[config.mk]
export PLATFORM = sky130hd
export DESIGN_NAME = coin_select_input
export DESIGN_NICKNAME = d
export VERILOG_FILES = /design/src/rtl/coin_select_input.sv
export SDC_FILE = /design/constraint.sdc
export NUM_CORES = 1
export LEC_CHECK = 0
export ABC_AREA = 1
export BUFFER_PORTS_ARGS = -buffer_cell sky130_fd_sc_hd__buf_2
export CAP_MARGIN = 20
export CORE_ASPECT_RATIO = 0.75
export CORE_UTILIZATION = 30
export DETAILED_ROUTE_END_ITERATION = 7
export PLACE_DENSITY = 0.42
export SYNTH_ARGS = -nofsm -noshare
export SYNTH_HDL_FRONTEND = slang
export SYNTH_SLANG_ARGS = --single-unit
[constraint.sdc]
create_clock -name CLK100MHZ -period 6.6 [get_ports CLK100MHZ]
set_input_delay 0.66 -clock CLK100MHZ [delete_from_list [all_inputs] [get_ports CLK100MHZ]]
set_output_delay 0.66 -clock CLK100MHZ [all_outputs]
set_load 0.02 [all_outputs]
[src/rtl/coin_select_input.sv]
// rtl/coin_select_input.sv - vending machine input front end: debounce, product select, coin accumulation
// Optional AUTO_CANCEL_EN: a PAY-state inactivity timeout behaves exactly like a cancel press.
module coin_select_input #(
  parameter int unsigned DEBOUNCE_CYCLES = 1000000,
  parameter int unsigned MAX_TENTHS      = 95,
  parameter int unsigned TIMEOUT_CYCLES  = 500000000
) (
  input  logic       CLK100MHZ,
  input  logic       reset,
  input  logic       btn_next,
  input  logic       btn_coin05,
  input  logic       btn_coin1,
  input  logic       btn_coin5,
  input  logic       btn_cancel,
  output logic [2:0] ProductID,
  output logic [7:0] MoneyInput,
  output logic [3:0] Int,
  output logic [3:0] Float,
  output logic       reject,
  output logic       refund
);

  localparam int              DB_W    = $clog2(DEBOUNCE_CYCLES) + 1;
  localparam logic [DB_W-1:0] DB_LAST = DB_W'(DEBOUNCE_CYCLES - 1);
  localparam logic [7:0]      MAX_Q   = 8'(MAX_TENTHS);

  localparam int B_NEXT   = 0;
  localparam int B_COIN05 = 1;
  localparam int B_COIN1  = 2;
  localparam int B_COIN5  = 3;
  localparam int B_CANCEL = 4;

  typedef enum logic [1:0] {
    S_SELECT = 2'b01,
    S_PAY    = 2'b10
  } state_t;

  logic [4:0]      btn_raw;
  logic [4:0]      sync1_q;
  logic [4:0]      sync2_q;
  logic [4:0]      deb_q;
  logic [4:0]      deb_prev_q;
  logic [DB_W-1:0] cnt_q [5];
  logic [4:0]      press;

  assign btn_raw = {btn_cancel, btn_coin5, btn_coin1, btn_coin05, btn_next};

  always_ff @(posedge CLK100MHZ) begin
    if (reset) begin
      sync1_q    <= '0;
      sync2_q    <= '0;
      deb_q      <= '0;
      deb_prev_q <= '0;
      for (int i = 0; i < 5; i++) cnt_q[i] <= '0;
    end else begin
      sync1_q    <= btn_raw;
      sync2_q    <= sync1_q;
      deb_prev_q <= deb_q;
      for (int i = 0; i < 5; i++) begin
        if (sync2_q[i] == deb_q[i]) begin
          cnt_q[i] <= '0;
        end else if (cnt_q[i] == DB_LAST) begin
          deb_q[i] <= ~deb_q[i];
          cnt_q[i] <= '0;
        end else begin
          cnt_q[i] <= cnt_q[i] + DB_W'(1);
        end
      end
    end
  end

  // Only rising debounced edges are events; releases are ignored.
  assign press = deb_q & ~deb_prev_q;

  logic       ev_cancel;
  logic       ev_coin;
  logic       ev_next;
  logic [7:0] coin_val;

  always_comb begin
    ev_cancel = press[B_CANCEL];
    ev_coin   = 1'b0;
    ev_next   = 1'b0;
    coin_val  = 8'd0;
    if (!press[B_CANCEL]) begin
      if (press[B_COIN5]) begin
        ev_coin  = 1'b1;
        coin_val = 8'd50;
      end else if (press[B_COIN1]) begin
        ev_coin  = 1'b1;
        coin_val = 8'd10;
      end else if (press[B_COIN05]) begin
        ev_coin  = 1'b1;
        coin_val = 8'd5;
      end else begin
        ev_next = press[B_NEXT];
      end
    end
  end

  state_t     state_q;
  logic [2:0] product_q;
  logic [7:0] money_q;
  logic [3:0] int_q;
  logic [3:0] frac_q;
  logic       reject_q;
  logic       refund_q;

  logic [7:0] coin_sum;
  logic       coin_fits;
  logic [3:0] sum_int;
  logic [3:0] sum_frac;
  logic       timeout;

  always_comb begin
    coin_sum  = ((state_q == S_PAY) ? money_q : 8'd0) + coin_val;
    coin_fits = (coin_sum <= MAX_Q);
    sum_int   = 4'(coin_sum / 8'd10);
    sum_frac  = 4'(coin_sum % 8'd10);
  end

`ifdef AUTO_CANCEL_EN
  localparam int              TO_W    = $clog2(TIMEOUT_CYCLES) + 1;
  localparam logic [TO_W-1:0] TO_LAST = TO_W'(TIMEOUT_CYCLES - 1);

  logic [TO_W-1:0] idle_q;

  always_ff @(posedge CLK100MHZ) begin
    if (reset || state_q != S_PAY || ev_coin) begin
      idle_q <= '0;
    end else if (idle_q != TO_LAST) begin
      idle_q <= idle_q + TO_W'(1);
    end
  end

  // A coin arriving on the timeout cycle counts as activity and wins.
  assign timeout = (state_q == S_PAY) && (idle_q == TO_LAST) && !ev_coin;
`else
  assign timeout = 1'b0;
`endif

  always_ff @(posedge CLK100MHZ) begin
    if (reset) begin
      state_q   <= S_SELECT;
      product_q <= 3'd1;
      money_q   <= 8'd0;
      int_q     <= 4'd0;
      frac_q    <= 4'd0;
      reject_q  <= 1'b0;
      refund_q  <= 1'b0;
    end else begin
      reject_q <= 1'b0;
      refund_q <= 1'b0;
      case (state_q)
        S_SELECT: begin
          if (ev_coin) begin
            if (coin_fits) begin
              money_q <= coin_sum;
              int_q   <= sum_int;
              frac_q  <= sum_frac;
              state_q <= S_PAY;
            end else begin
              reject_q <= 1'b1;
            end
          end else if (ev_next) begin
            product_q <= (product_q >= 3'd6) ? 3'd1 : product_q + 3'd1;
          end
        end
        S_PAY: begin
          if (ev_cancel || timeout) begin
            refund_q <= 1'b1;
            money_q  <= 8'd0;
            int_q    <= 4'd0;
            frac_q   <= 4'd0;
            state_q  <= S_SELECT;
          end else if (ev_coin) begin
            if (coin_fits) begin
              money_q <= coin_sum;
              int_q   <= sum_int;
              frac_q  <= sum_frac;
            end else begin
              reject_q <= 1'b1;
            end
          end
        end
        default: begin
          state_q <= S_SELECT;
          money_q <= 8'd0;
          int_q   <= 4'd0;
          frac_q  <= 4'd0;
        end
      endcase
    end
  end

  assign ProductID  = product_q;
  assign MoneyInput = money_q;
  assign Int        = int_q;
  assign Float      = frac_q;
  assign reject     = reject_q;
  assign refund     = refund_q;

endmodule
==> impl_metrics.py <==
metrics = {
    "status": {
        "status": "completed",
    },
    "clock_tree": {
        "h-tree-depth": 4,
        "cts_tree": "done",
        "cts_buffer_depth": 2,
        "hold_buffers": 0,
        "cts_root_buffer": "clkbuf_16",
        "clk_latency_ps": 430,
        "postCtsSetupBuffers": 0,
        "cts_made_buffers": 17,
        "cts.sink_count": 148,
        "ctsResizeCount": 0,
        "clk_pin_slew_ps": 70,
    },
    "placed_design": {
        "post-place-ws_ps": 2420,
        "post_dp_cell_area_um2": 9050,
        "hpwl_mm": 12.2,
        "dp_cells": 1449,
        "place_congestion": 0.788,
        "port_buffers": 27,
    },
    "layout": {
        "stdcell_area_um2": 9580,
        "drive_above_1_share_pct": 8.97,
        "fin_nets": 1149,
        "final_cells": 1481,
        "fillers": 2773,
        "n_antenna_cell": 0,
        "synthToLayoutAreaGrowth_pct": 18.0,
    },
    "grt": {
        "grt_pass1_vias": 5766,
        "track_usage_pct": 12.8,
        "antenna_found_initial": 0,
        "grt_max_degree": 24,
        "grt_pass1_wl_mm": 27.9,
        "grt-ovfl-total": 0,
    },
    "power": {
        "power.density_nw_per_um2": 210,
        "ir_worst_vdd_v": 0.000153,
        "p_total_mw": 2.01,
        "p_leak_nw": 4.21,
    },
    "route": {
        "wl_mm": 16.4,
        "dr.first_iter.drc_count": 332,
        "drc": 0,
        "wl_per_cell_um": 11.0,
        "first_pass_iters": 4,
        "vias": 6272,
        "ant_nets": 0,
        "via_per_inst": 4.23,
    },
    "sta": {
        "final_min_period_over_clock_period_pct": 63.6,
        "period_needed_ps": 4200,
        "rsz0062_at_grt": "false",
        "finalSetupTns_ps": 0,
        "maxSlewHeadroom_pct": 54.0,
        "skew_ps": 11.7,
        "setup_viol": 0,
        "maxSlewViolCount": 0,
        "tightest_slew_ps": 688,
        "fin_ws_ps": 2400,
        "hold_viol": 0,
        "max_freq_mhz": 238,
    },
    "die": {
        "floorplan.rows": 51,
        "coreArea_um2": 26300,
        "start_util_pct": 30.9,
        "die-area_um2": 27700,
        "die_h_um": 144,
        "ios": 28,
        "die_w_um": 192,
    },
    "worst_setup_path": {
        "path_max_fanout": 13,
        "worst_setup_path_start_kind": "flip-flop",
        "path_class": "flip-flop to flip-flop",
        "cp_common_cell": "nand2_1",
        "slowest_stage": "fa_1",
        "critPathMaxStageDelay_ps": 390,
        "required_ps": 6920,
        "crit_arrival_ps": 4520,
        "critPathCaptureType": "flip-flop",
    },
    "yosys": {
        "syn_area_um2": 8120,
        "synth_cell_types": 43,
        "yosysWarnings": 0,
        "syn_avg_cell_area_um2": 8.25,
        "ys_seq_elements": 148,
        "synth-seq-area-share_pct": 49.4,
        "synth-main-ff-cell": "edfxtp_1",
        "async_reset_ff_share_pct": 0,
        "syn_inst": 984,
        "synth_edf_count": 105,
    },
    "job": {
        "cap_violations": 0,
    },
    "hold_path": {
        "hold_path_class": "flip-flop to flip-flop",
    },
}
cell families after synthesis:
logic type | count (synthesis) | share of synthesized area, %
AND/OR/NAND/NOR | 474 | 26.8
AO/OA/AOI/OAI | 139 | 9.83
XOR/XNOR | 25 | 2.70
buffers and inverters | 179 | 8.30
other | 1 | 0.0462
flip-flops | 148 | 49.4
adder cells (fa/ha/maj) | 18 | 2.87
synth_stat cells (19+ instances only):
library cell	n	area share, %
nand4_1	21	1.6
nor3_1	51	3.1
nor2_1	140	6.5
o21ai_0	35	2.2
inv_1	159	7.3
dfxtp_1	43	11
edfxtp_1	105	39
nand2_1	144	6.7
xor2_1	20	2.2
nand3_1	59	3.6
a21oi_1	63	3.9
nand2_2	19	1.5
cell usage in the layout, fill, tap and decap left out, types with 9 or more instances in the layout:
| cell | netlist | layout |
|---|---|---|
| edfxtp_1 | 105 | 105 |
| nor2_1 | 140 | 140 |
| nand4_1 | 21 | 21 |
| conb_1 | 1 | 105 |
| inv_1 | 159 | 159 |
| xor2_1 | 20 | 20 |
| ha_1 | 17 | 17 |
| nand3_1 | 59 | 59 |
| a21oi_1 | 63 | 63 |
| buf_2 | 0 | 27 |
| nor4_1 | 11 | 11 |
| nor3_1 | 51 | 51 |
| o21a_1 | 13 | 13 |
| o21ai_0 | 35 | 35 |
| nor3b_1 | 9 | 9 |
| dfxtp_1 | 43 | 43 |
| clkbuf_16 | 0 | 17 |
| nand2_2 | 19 | 19 |
| nand2_1 | 144 | 144 |
worst max-delay path, delay by kind of cell (launching register included):
family                     cells  cell delay, ps
and+or+nand+nor               22            1850
buffers and inverters          5             270
DFF                            1             330
adders and majority gates      5            1410
xor gates and xnor gates       1             160
AOI/OAI and AO/OA              1              50
stage by stage:
step	hold WS, ps	utilization (%)
after detailed placement	392	34.4
after floorplan	388	-
final	400	36.5
after CTS	401	36.5
after global placement	392	34.4
after global routing	425	36.5
layer usage:
metal | global-route usage [%] | share of wire, % | vias up
li1 | - | - | 3469
met1 | 18.6 | 56 | 2738
met2 | 18.3 | 40 | 54
met3 | 3.40 | 3.0 | 11
met4 | 3.48 | 0.87 | 0
met5 | 0 | 0 | -
path summary, 6_finish.rpt:
kind                                  from          to  slack, ps  depth (start not counted)
worst max-delay path            state_q[0]    Float[3]       2400                         34
worst min register to register  sync1_q[4]  sync2_q[4]        400                          2
worst max register to register  state_q[0]    Float[3]       2400                         34
worst min-delay path            sync1_q[4]  sync2_q[4]        400                          2
final cells by class:
class | instances | area [um2] | area share [%]
inverters | 167 | 629 | 6.57
clock inverters | 14 | 104 | 1.08
flip-flops and latches | 148 | 4010 | 41.9
well taps | 344 | 430 | 4.49
clock buffers | 18 | 429 | 4.48
repair buffers | 29 | 154 | 1.61
multi-input cells | 761 | 3820 | 39.9
state kept, by name, summed over array words and instances (netlist names):
name,count
ProductID,3
deb_prev_q,5
Float,4
Int,4
sync1_q,5
sync2_q,5
state_q,2
deb_q,5
MoneyInput,8
refund,1
reject,1
cnt_q,105
where the power goes:
group          switching, mW  internal, mW
clock                  0.411         0.484
sequential            0.0232          1.02
combinational         0.0471        0.0195
total                  0.481          1.53
Note: power is estimated with default switching activity, not from simulation.
